<file path="config.mk">
export PLATFORM = sky130hd
export DESIGN_NAME = binary_mul_acc_uni
export DESIGN_NICKNAME = d
export VERILOG_FILES = /design/src/rtl/binary_mul_acc_uni.sv
export SDC_FILE = /design/constraint.sdc
export NUM_CORES = 1
export LEC_CHECK = 0
export ABC_CLOCK_PERIOD_IN_PS = 5800
export CAP_MARGIN = 20
export CORE_UTILIZATION = 32
export DETAILED_ROUTE_END_ITERATION = 16
export DONT_BUFFER_PORTS = 1
export SLEW_MARGIN = 20
export SYNTH_ARGS = -nofsm -noshare
export SYNTH_HDL_FRONTEND = slang
export SYNTH_SLANG_ARGS = --single-unit
</file>
<file path="constraint.sdc">
create_clock -name clk -period 5.8 [get_ports clk]
set_clock_uncertainty 0.1 [all_clocks]
set_input_delay 0.58 -clock clk [delete_from_list [all_inputs] [get_ports clk]]
set_output_delay 0.58 -clock clk [all_outputs]
set_load 0.05 [all_outputs]
</file>
<file path="src/rtl/binary_mul_acc_uni.sv">
// -----------------------------------------------------------------------------
// binary_mul_acc_uni
//
// Accumulate stage that sits behind the unsigned 10x10 binary multiplier.
// It sums a frame of products into a dot product and offers the frame result
// downstream with a valid/ready handshake. The result is held until it is
// accepted.
//
// A frame ends on an accepted term flagged p_last, or on the MAX_TERMS-th
// accepted term. The sum wraps modulo 2^ACC_W, and ovf records that a wrap
// happened somewhere in the frame. After each transfer the stage spends one
// cycle before it can accept again.
//
// Ports
//   clk       in   1      rising-edge clock
//   rst       in   1      synchronous reset, active-high
//   en        in   1      stage enable; 0 freezes the input side
//   p_valid   in   1      p_in carries a product this cycle
//   p_in      in   P_W    unsigned product from the multiplier
//   p_last    in   1      p_in is the final term of the frame
//   p_ready   out  1      stage accepts p_in this cycle (combinational)
//   out_ready in   1      consumer accepts the result this cycle
//   out_valid out  1      acc_out/term_cnt/ovf hold a completed frame
//   acc_out   out  ACC_W  frame sum
//   term_cnt  out  CNT_W  number of terms in the frame
//   ovf       out  1      sticky wrap flag for the frame
// -----------------------------------------------------------------------------
module binary_mul_acc_uni #(
  parameter int P_W       = 20,
  parameter int ACC_W     = 28,
  parameter int MAX_TERMS = 256,
  parameter int CNT_W     = 9
) (
  input  logic             clk,
  input  logic             rst,
  input  logic             en,
  input  logic             p_valid,
  input  logic [P_W-1:0]   p_in,
  input  logic             p_last,
  output logic             p_ready,
  input  logic             out_ready,
  output logic             out_valid,
  output logic [ACC_W-1:0] acc_out,
  output logic [CNT_W-1:0] term_cnt,
  output logic             ovf
);

  typedef enum logic {
    S_ACC  = 1'b0,
    S_HOLD = 1'b1
  } state_t;

  state_t             state, state_nxt;
  logic [ACC_W-1:0]   acc_q, acc_nxt;
  logic [CNT_W-1:0]   cnt_q, cnt_nxt;
  logic               ovf_q, ovf_nxt;

  logic               accept;
  logic               frame_end;
  logic [ACC_W:0]     sum_ext;   // one extra bit holds the carry out

  assign p_ready   = (state == S_ACC) && en;
  assign accept    = p_valid && p_ready;
  assign sum_ext   = {1'b0, acc_q} + (ACC_W+1)'(p_in);
  assign frame_end = accept &&
                     (p_last || (cnt_q == CNT_W'(MAX_TERMS - 1)));

  // NOTE: every signal assigned in this block gets a default first, so a
  // path that leaves one untouched holds it instead of inferring a latch.
  always_comb begin
    state_nxt = state;
    acc_nxt   = acc_q;
    cnt_nxt   = cnt_q;
    ovf_nxt   = ovf_q;

    unique case (state)
      S_ACC: begin
        if (accept) begin
          acc_nxt = sum_ext[ACC_W-1:0];
          cnt_nxt = cnt_q + CNT_W'(1);
          ovf_nxt = ovf_q | sum_ext[ACC_W];
        end
        if (frame_end) begin
          state_nxt = S_HOLD;
        end
      end

      S_HOLD: begin
        // The transfer does not depend on en: a frozen input side must not
        // stall a consumer that is ready to take the result.
        if (out_ready) begin
          state_nxt = S_ACC;
          acc_nxt   = '0;
          cnt_nxt   = '0;
          ovf_nxt   = 1'b0;
        end
      end

      default: state_nxt = S_ACC;
    endcase
  end

  // NOTE: state registers use non-blocking assignments, and reset is
  // sampled on the clock edge (synchronous), so it overrides every other
  // input in the same cycle.
  always_ff @(posedge clk) begin
    if (rst) begin
      state <= S_ACC;
      acc_q <= '0;
      cnt_q <= '0;
      ovf_q <= 1'b0;
    end else begin
      state <= state_nxt;
      acc_q <= acc_nxt;
      cnt_q <= cnt_nxt;
      ovf_q <= ovf_nxt;
    end
  end

  assign out_valid = (state == S_HOLD);
  assign acc_out   = acc_q;
  assign term_cnt  = cnt_q;
  assign ovf       = ovf_q;

endmodule

</file>
; Yosys cells after proc, flatten, opt, wreduce, memory -nomap -nowiden
; Cells that the tools add are included.
[word_totals]
ff_bits = 39
input_bits = 26
out_inout_bits = 40
word_cells = 28
[op_classes]
add_sub_neg = 2
eq_ne = 3
mux = 12
bitwise_logic = 2
n_reduce_logical = 5
[ops]
columns = op, count
row1 = 28-bit 2-to-1 mux, 2
row2 = 28-bit case mux with 2 select lines, 1
row3 = 28-bit by 20-bit adder with 29-bit output, 1
row4 = 9-bit 2-to-1 mux, 2
row5 = 9-bit case mux with 2 select lines, 1
row6 = "9-bit by 1-bit adder with 9-bit output, second input constant", 1
row7 = "9-bit by 8-bit equality test with 1-bit output, second input constant", 1
row8 = 1-bit 2-to-1 mux, 4
row9 = "2-bit inequality test, second input constant", 2
row10 = 1-bit case mux with 2 select lines, 2
row11 = 1-bit logical AND, 3
row12 = 2-bit AND reduction, 1
row13 = 1-bit logical OR, 1
row14 = 1-bit inverter, 1
row15 = 1-bit OR, 1

; Longest topological paths before layout
; Gate-level depths: netlist of the first run.
[depth]
ltp_word = 6
mapped_depth = 9
depth_no_buf = 9

; Least setup slack after synthesis of the first run
; Ideal clock, no wire load.
[synth_path]
path_kind = input to register
start = input port p_in[0]
end = register acc_q[10] (netlist: acc_out[10])
setup_ps = 117
arrival_ps = 2511
required_time_ps = 5583
path_slack_ps = 3072
stages = 8
n_path_buf = 0
path_cell_list = ha_1 -> fa_1 -> a211oi_1 -> o21bai_1 -> a21oi_1 -> o21bai_1 -> or3b_2 -> a32o_1
[synth_between]
elab_chain_len = 3
[synth_lines]
columns = item, line_no
row1 = start: declaration, 38  ; input logic [P_W-1:0] p_in,
row2 = 28-bit by 20-bit adder with 29-bit output, 64  ; assign sum_ext = {1'b0, acc_q} + (ACC_W+1)'(p_in);
row3 = 28-bit 2-to-1 mux, 78  ; if (accept) begin
row4 = 28-bit case mux with 2 select lines, 76  ; unique case (state)
row5 = end signal: assignment, 114  ; acc_q <= acc_nxt;
row6 = end: declaration, 54  ; logic [ACC_W-1:0] acc_q, acc_nxt;
; No other way between the ends. The select of a mux whose other input is x is not followed.
; A chain may end at the register's enable or synchronous reset.

; Final worst setup path of the first run
[layout_path]
start = register state (netlist: out_valid)
end = register acc_q[20] (netlist: acc_out[20])
[layout_between]
elab_chain_len = 5
elab_cells_between_ends = 7
cone_classes = 2 x eq/ne / 1 x mux / 1 x bitwise / 3 x reduce/logical
[layout_lines]
columns = item, line_no
row1 = start: declaration, 53  ; state_t state, state_nxt;
row2 = start signal: assignment, 113  ; state <= state_nxt;
row3 = 1-bit inverter, n/a
row4 = 1-bit logical AND, 62  ; assign p_ready = (state == S_ACC) && en;
row5 = named net p_ready, 40  ; output logic p_ready,
row6 = 1-bit logical AND, 63  ; assign accept = p_valid && p_ready;
row7 = 2-bit inequality test (no source line), n/a
row8 = 2-bit AND reduction (no source line), n/a
; The timed path passes the listed nets, and every way through them passes these cells.

==> metrics.log, run 1 <==
[metrics] status: completed
[metrics] Antenna diodes: 0
[metrics] power share of the clock group: 30.5%
[metrics] TritonCTS Buffers: 5
[metrics] global routing met2 resource utilization: 25.8%
[metrics] # fillers: 851
[metrics] total internal power: 0.449 mW
[metrics] Final Hold Viols: 0
[metrics] data arrival at the endpoint of the critical path: 3.15 ns
[metrics] transition time of the tightest slew-check pin: 0.956 ns
[metrics] initial antenna violation count: 0
[metrics] global route hottest layer: met2
[metrics] Die X: 92.7 microns
[metrics] wire length of the first global-routing pass: 11100 microns
[metrics] last weighted congestion value of the routability-driven placer: 0.838
[metrics] commonest register cell after synthesis: dfxtp_1
[metrics] portion of total power attributed to combinational logic: 21.8%
[metrics] Worst EP required: 5.87 ns
[metrics] synthesized area per cell: 8.22 sq um
[metrics] type of the worst setup path: reg2reg
[metrics] category of the worst setup path launch point: flip-flop
[metrics] number of nets in the final layout: 365
[metrics] critical path endpoint category: flip-flop
[metrics] detailed placer's ending HPWL: 5190 microns
[metrics] met1 Use GR: 21.3%
[metrics] met3 capacity usage during global routing: 5.83%
[metrics] post-cts hold buffer count: 0
[metrics] Avg WL per Cell: 16.3 microns
[metrics] net switching fraction of the power: 35.1%
[metrics] Sum Neg Setup Slack: 0 ns
[metrics] share of post-route cells with drive strength above 1: 5.36%
[metrics] Highest Clock Rate: 325 MHz
[metrics] Max Transition Viols Final: 0
[metrics] final instance area: 0.00281 sq mm
[metrics] pin count of the biggest net entering global routing: 18
[metrics] sequential cell area fraction in the yosys report: 29.7%
[metrics] Core Footprint: 0.00785 sq mm
[metrics] RSZ-0062 raised after global routing: no
[metrics] switching power: 0.243 mW
[metrics] vias in the first global route: 2279
[metrics] share of the cycle needed by the critical path after routing: 53.0%
[metrics] flops & latches, synth: 39
[metrics] Port Buffers: 0
[metrics] area growth from synthesis to final layout: 6.85%
[metrics] sequential fraction of design power: 47.7%
[metrics] via/cell ratio: 5.61
[metrics] post-synthesis instance total: 320
[metrics] clock tree from TritonCTS: built
[metrics] power density of the placed cells: 246 mW/mm^2
[metrics] overflow left after global routing: 0
[metrics] min cycle time layout: 3.07 ns
[metrics] DIE HEIGHT: 92.7 microns
[metrics] worst min-delay path category: in2reg
[metrics] worst max-slew margin expressed relative to the limit: 36.0%
[metrics] H-tree Lvls: 2
[metrics] Pleak: 1.13 nW
[metrics] post-route antenna net violation count: 0
[metrics] DRC viols: 0
[metrics] worst-skew pair later-pin latency: 0.30 ns
[metrics] Final Setup Violations: 0
[metrics] # rows: 32
[metrics] initial core utilization: 33.5%
[metrics] Resized Gates After CTS: 0
[metrics] full die area: 0.00859 sq mm
[metrics] synthesized area: 0.00263 sq mm
[metrics] violation count after the first detailed-routing iteration: 106
[metrics] number of detailed-routing iterations run before antenna repair: 4
[metrics] vias: 2351
[metrics] syn nets: 369
[metrics] share of flip-flops with an asynchronous set or reset after synthesis: 0%
[metrics] Cell variety after synth: 48
[metrics] dpl cell area: 0.00271 sq mm
[metrics] VDD IR-drop max: 0.0952 mV
[metrics] total setup buffers inserted after CTS: 0
[metrics] Root Buffer Master: clkbuf_8
[metrics] I/O pin cnt: 66
[metrics] Yosys warnings: 0
[metrics] TritonCTS sink count: 39
[metrics] count of max-cap constraint violations: 0
[metrics] maximum clock insertion buffer count: 2
[metrics] Total Wirelength: 6850 microns
[metrics] number of enable-type register cells in the synthesized netlist: 0
[metrics] Worst Path Max Fanout: 15
[metrics] combined global-route utilization of all metal layers: 16.5%
[metrics] clock edge transition at the registers on the reported setup and hold paths: 0.08 ns
## power by group through the flow
stage | registers [mW] | clock network, mW | logic, mW
after CTS | 0.330 | 0.219 | 0.150
after floorplan | 0.333 | 0 | 0.126
after global routing | 0.332 | 0.229 | 0.169
after global placement | 0.337 | 0 | 0.148
final | 0.330 | 0.211 | 0.151
after detailed placement | 0.337 | 0 | 0.149
## final timing paths
kind                   start           to  slack (ns)  cells past startpoint
setup reg to reg   out_valid  acc_out[20]        2.73                      8
setup / recovery   out_valid  acc_out[20]        2.73                      8
hold reg to reg   acc_out[5]   acc_out[5]        0.62                      2
hold / removal           rst  acc_out[11]        0.24                      1
## synth_stat cells (all sizes together) (7+ instances only)
cell type	count	area, sq um
clkbuf	9	33.8
nor2	38	143
a22o	8	70.1
nor3	7	35.0
and3	7	43.8
o21ai	15	78.8
xor2	10	87.6
xnor2	14	123
nand2	23	86.3
a21oi	34	174
a21o	7	60.1
dfxtp	39	781
ha	22	275
inv	7	26.3
a22oi	8	60.1
nand3	7	35.0
## cell usage in the layout, fill, tap and decap left out, types with 7 or more instances in the layout
cell,count
dfxtp_1,39
nor2_1,38
a21oi_1,33
nand2_1,23
ha_1,22
o21ai_0,14
xnor2_1,14
xor2_1,10
a22oi_1,8
a22o_1,8
inv_1,7
nand3_1,7
nor3_1,7
and3_1,7
clkbuf_8,7
## critical path, stage by stage (launching register included)
cell     delay, ns
dfxtp_1       0.55
nor2b_1       0.85
and2_1        0.56
a21oi_1       0.08
buf_4         0.23
nor3_1        0.23
a22oi_1       0.12
xor2_1        0.17
nor2_1        0.05
## final cells by class
cell class                 count  area (sq um)  area share, %
sequential                    39           781           27.8
inverter                       7          26.3          0.935
tap                          102           128           4.54
multi-input combinational    262          1770           62.9
timing repair buffer           1          7.51          0.267
clock buffer                   8           100           3.56
## registers in the layout (all words and copies together) (netlist names)
name       flops
ovf            1
acc_out       28
out_valid      1
term_cnt       9
## cells by family (layout without fill, tap and decap cells)
group	after synthesis	in the layout	synth area share (%)
simple gates	108	108	20.1
flops	39	39	29.7
fa+ha+maj	23	23	11.2
xor+xnor	24	24	7.99
compound gates	107	107	28.0
buf+inv	19	16	3.09
## stage by stage
step | instances | power (mW) | setup slack (ns) | hold WS (ns) | util [%]
after floorplan | 320 | 0.459 | 3.07 | 0.584 | -
after global placement | 411 | 0.485 | 2.78 | 0.553 | 34.6
after detailed placement | 411 | 0.486 | 2.73 | 0.557 | 34.6
after CTS | 419 | 0.700 | 2.70 | 0.233 | 35.8
after global routing | 419 | 0.730 | 2.53 | 0.232 | 35.8
final | 419 | 0.692 | 2.73 | 0.241 | 35.8
## layer usage
| metal | vias up | part of all wire, % |
|---|---|---|
| met4 | 0 | 1.1 |
| met5 | - | 0 |
| met2 | 88 | 44 |
| met1 | 1091 | 45 |
| met3 | 7 | 9.3 |
| li1 | 1165 | - |
Note: power is estimated with default switching activity, not from simulation.
==> run 2, diff against run 1 <==
--- a/config.mk
+++ b/config.mk
@@ -5,7 +5,7 @@
 export SDC_FILE = /design/constraint.sdc
 export NUM_CORES = 1
 export LEC_CHECK = 0
-export ABC_CLOCK_PERIOD_IN_PS = 5800
+export ABC_CLOCK_PERIOD_IN_PS = 2960
 export CAP_MARGIN = 20
 export CORE_UTILIZATION = 32
 export DETAILED_ROUTE_END_ITERATION = 16
==> constraint.sdc (replaced) <==
create_clock -name clk -period 2.96 [get_ports clk]
set_clock_uncertainty 0.1 [all_clocks]
set_input_delay 0.296 -clock clk [delete_from_list [all_inputs] [get_ports clk]]
set_output_delay 0.296 -clock clk [all_outputs]
set_load 0.05 [all_outputs]
==> run 2 against run 1 <==
Setup slack lost 2.4 ns. Register-to-register slack lost 2.4 ns. Sequential share of layout area shrank 2.4 points. Total power grew 120%. First-iteration DRC count shrank 42%. Via count grew 2.5%. Die area is the same.
==> metrics.log, run 2 (synthesized netlist as in run 1, its figures left out) <==
[metrics] most frequent cells in the layout: 39 x dfxtp_1, 38 x nor2_1, 33 x a21oi_1
[metrics] status: completed
[metrics] CP max-delay cell: fa_1
[metrics] post-cts hold buffer count: 1
[metrics] power share of the clock group: 36.1%
[metrics] Avg WL per Cell: 15.4 microns
[metrics] RSZ-0062 raised after global routing: no
[metrics] violation count after the first detailed-routing iteration: 61
[metrics] # rows: 32
[metrics] number of nets in the final layout: 395
[metrics] last weighted congestion value of the routability-driven placer: 0.804
[metrics] worst max-slew margin expressed relative to the limit: 55.4%
[metrics] detailed placer's ending HPWL: 5330 microns
[metrics] worst min-delay path category: in2reg
[metrics] delay of the slowest critical-path stage: 0.42 ns
[metrics] number of detailed-routing iterations run before antenna repair: 5
[metrics] Final Hold Viols: 0
[metrics] met1 Use GR: 21.1%
[metrics] DIE HEIGHT: 92.7 microns
[metrics] total internal power: 1.03 mW
[metrics] Total Wirelength: 6920 microns
[metrics] Port Buffers: 0
[metrics] final instance area: 0.00308 sq mm
[metrics] Die X: 92.7 microns
[metrics] Worst Path Max Fanout: 6
[metrics] share of post-route cells with drive strength above 1: 13.5%
[metrics] switching power: 0.498 mW
[metrics] area growth from synthesis to final layout: 16.9%
[metrics] Final Setup Violations: 0
[metrics] critical path endpoint category: flip-flop
[metrics] most frequent standard cell in the layout excluding fill and tap cells: dfxtp_1
[metrics] net switching fraction of the power: 32.5%
[metrics] VDD IR-drop max: 0.226 mV
[metrics] full die area: 0.00859 sq mm
[metrics] post-route antenna net violation count: 0
[metrics] vias in the first global route: 2345
[metrics] type of the worst setup path: reg2reg
[metrics] max reg flops: 28
[metrics] global route hottest layer: met2
[metrics] Resized Gates After CTS: 0
[metrics] TritonCTS sink count: 39
[metrics] transition time of the tightest slew-check pin: 0.668 ns
[metrics] sequential fraction of design power: 36.9%
[metrics] min cycle time layout: 2.65 ns
[metrics] met3 capacity usage during global routing: 5.34%
[metrics] portion of total power attributed to combinational logic: 27.0%
[metrics] Max Transition Viols Final: 0
[metrics] count of max-cap constraint violations: 0
[metrics] category of the worst setup path launch point: flip-flop
[metrics] Highest Clock Rate: 377 MHz
[metrics] H-tree Lvls: 2
[metrics] global routing met2 resource utilization: 26.2%
[metrics] maximum clock insertion buffer count: 2
[metrics] vias: 2410
[metrics] initial antenna violation count: 0
[metrics] overall power: 1.53 mW
[metrics] I/O pin cnt: 66
[metrics] TritonCTS Buffers: 5
[metrics] share of the cycle needed by the critical path after routing: 89.5%
[metrics] Core Footprint: 0.00785 sq mm
[metrics] worst-skew pair later-pin latency: 0.30 ns
[metrics] pin count of the biggest net entering global routing: 16
[metrics] Pleak: 1.31 nW
[metrics] Sum Neg Setup Slack: 0 ns
[metrics] overflow left after global routing: 0
[metrics] Antenna diodes: 0
[metrics] initial core utilization: 33.5%
[metrics] clock tree from TritonCTS: built
[metrics] wire length of the first global-routing pass: 11200 microns
[metrics] DRC viols: 0
[metrics] power density of the placed cells: 498 mW/mm^2
[metrics] clock edge transition at the registers on the reported setup and hold paths: 0.09 ns
[metrics] dpl cell area: 0.00293 sq mm
[metrics] Root Buffer Master: clkbuf_8
[metrics] via/cell ratio: 5.37
[metrics] list of cells traversed by the critical path: ha_1, fa_1, a211oi_1, o21ai_0, a21oi_2, o21ai_2, a41o_1, a31oi_1, nor2_1
[metrics] combined global-route utilization of all metal layers: 16.3%
[metrics] data arrival at the endpoint of the critical path: 2.72 ns
[metrics] Worst EP required: 3.03 ns
[metrics] total setup buffers inserted after CTS: 0
==> run 2: changes by cell type in the layout (fill, tap and decap cells not counted), sizes merged <==
cell / previous run / this run
bufinv: 0 / 2
dlygate4sd3: 0 / 1
buf: 1 / 30
clkinvlp: 0 / 1
clkbuf: 8 / 5
==> run 2: through the flow <==
stage | setup slack (ns) | hold WS (ns) | util, % | cells
after floorplan | 0.257 | 0.374 | - | 320
after global placement | 0.359 | 0.270 | 37.3 | 440
after detailed placement | 0.324 | 0.273 | 37.3 | 440
after CTS | 0.313 | 0.0591 | 39.2 | 449
after global routing | 0.154 | 0.0551 | 39.2 | 449
final | 0.310 | 0.0709 | 39.2 | 449
==> run 2: power by group through the flow <==
stage / clock network (mW) / logic [mW] / registers, mW
after detailed placement: 0 / 0.409 / 0.577
after CTS: 0.571 / 0.414 / 0.565
after global routing: 0.588 / 0.454 / 0.568
final: 0.553 / 0.414 / 0.564
after global placement: 0 / 0.406 / 0.576
after floorplan: 0 / 0.247 / 0.652
==> run 2: layout make-up <==
cell class              instances  area (sq um)
clock inverters                 3          67.6
fillers                       857          4770
well taps                     102           128
repair buffers                 31           235
multi-input cells             262          1770
inverters                       7          26.3
flip-flops and latches         39           781
clock buffers                   5          68.8
==> run 2: routing by layer <==
layer,wire [microns],vias to the layer above,share of wire [%]
li1,-,1233,-
met1,3160,1092,46
met2,3040,78,44
met3,658,7,9.5
met4,57,0,0.82
met5,0,-,0
==> run 2: worst paths after layout <==
check | startpoint | to | slack, ns | cells past startpoint
setup / recovery | acc_out[0] | ovf | 0.31 | 9
hold / removal | out_ready | out_valid | 0.07 | 2
setup reg to reg | acc_out[0] | ovf | 0.31 | 9
hold reg to reg | out_valid | out_valid | 0.50 | 2
==> run 2: worst max-delay path, delay by kind of cell (launching register included) <==
family / cells / cell delay, ns
simple gates: 1 / 0.05
compound gates: 6 / 1.41
flops: 1 / 0.32
fa+ha+maj: 2 / 0.63
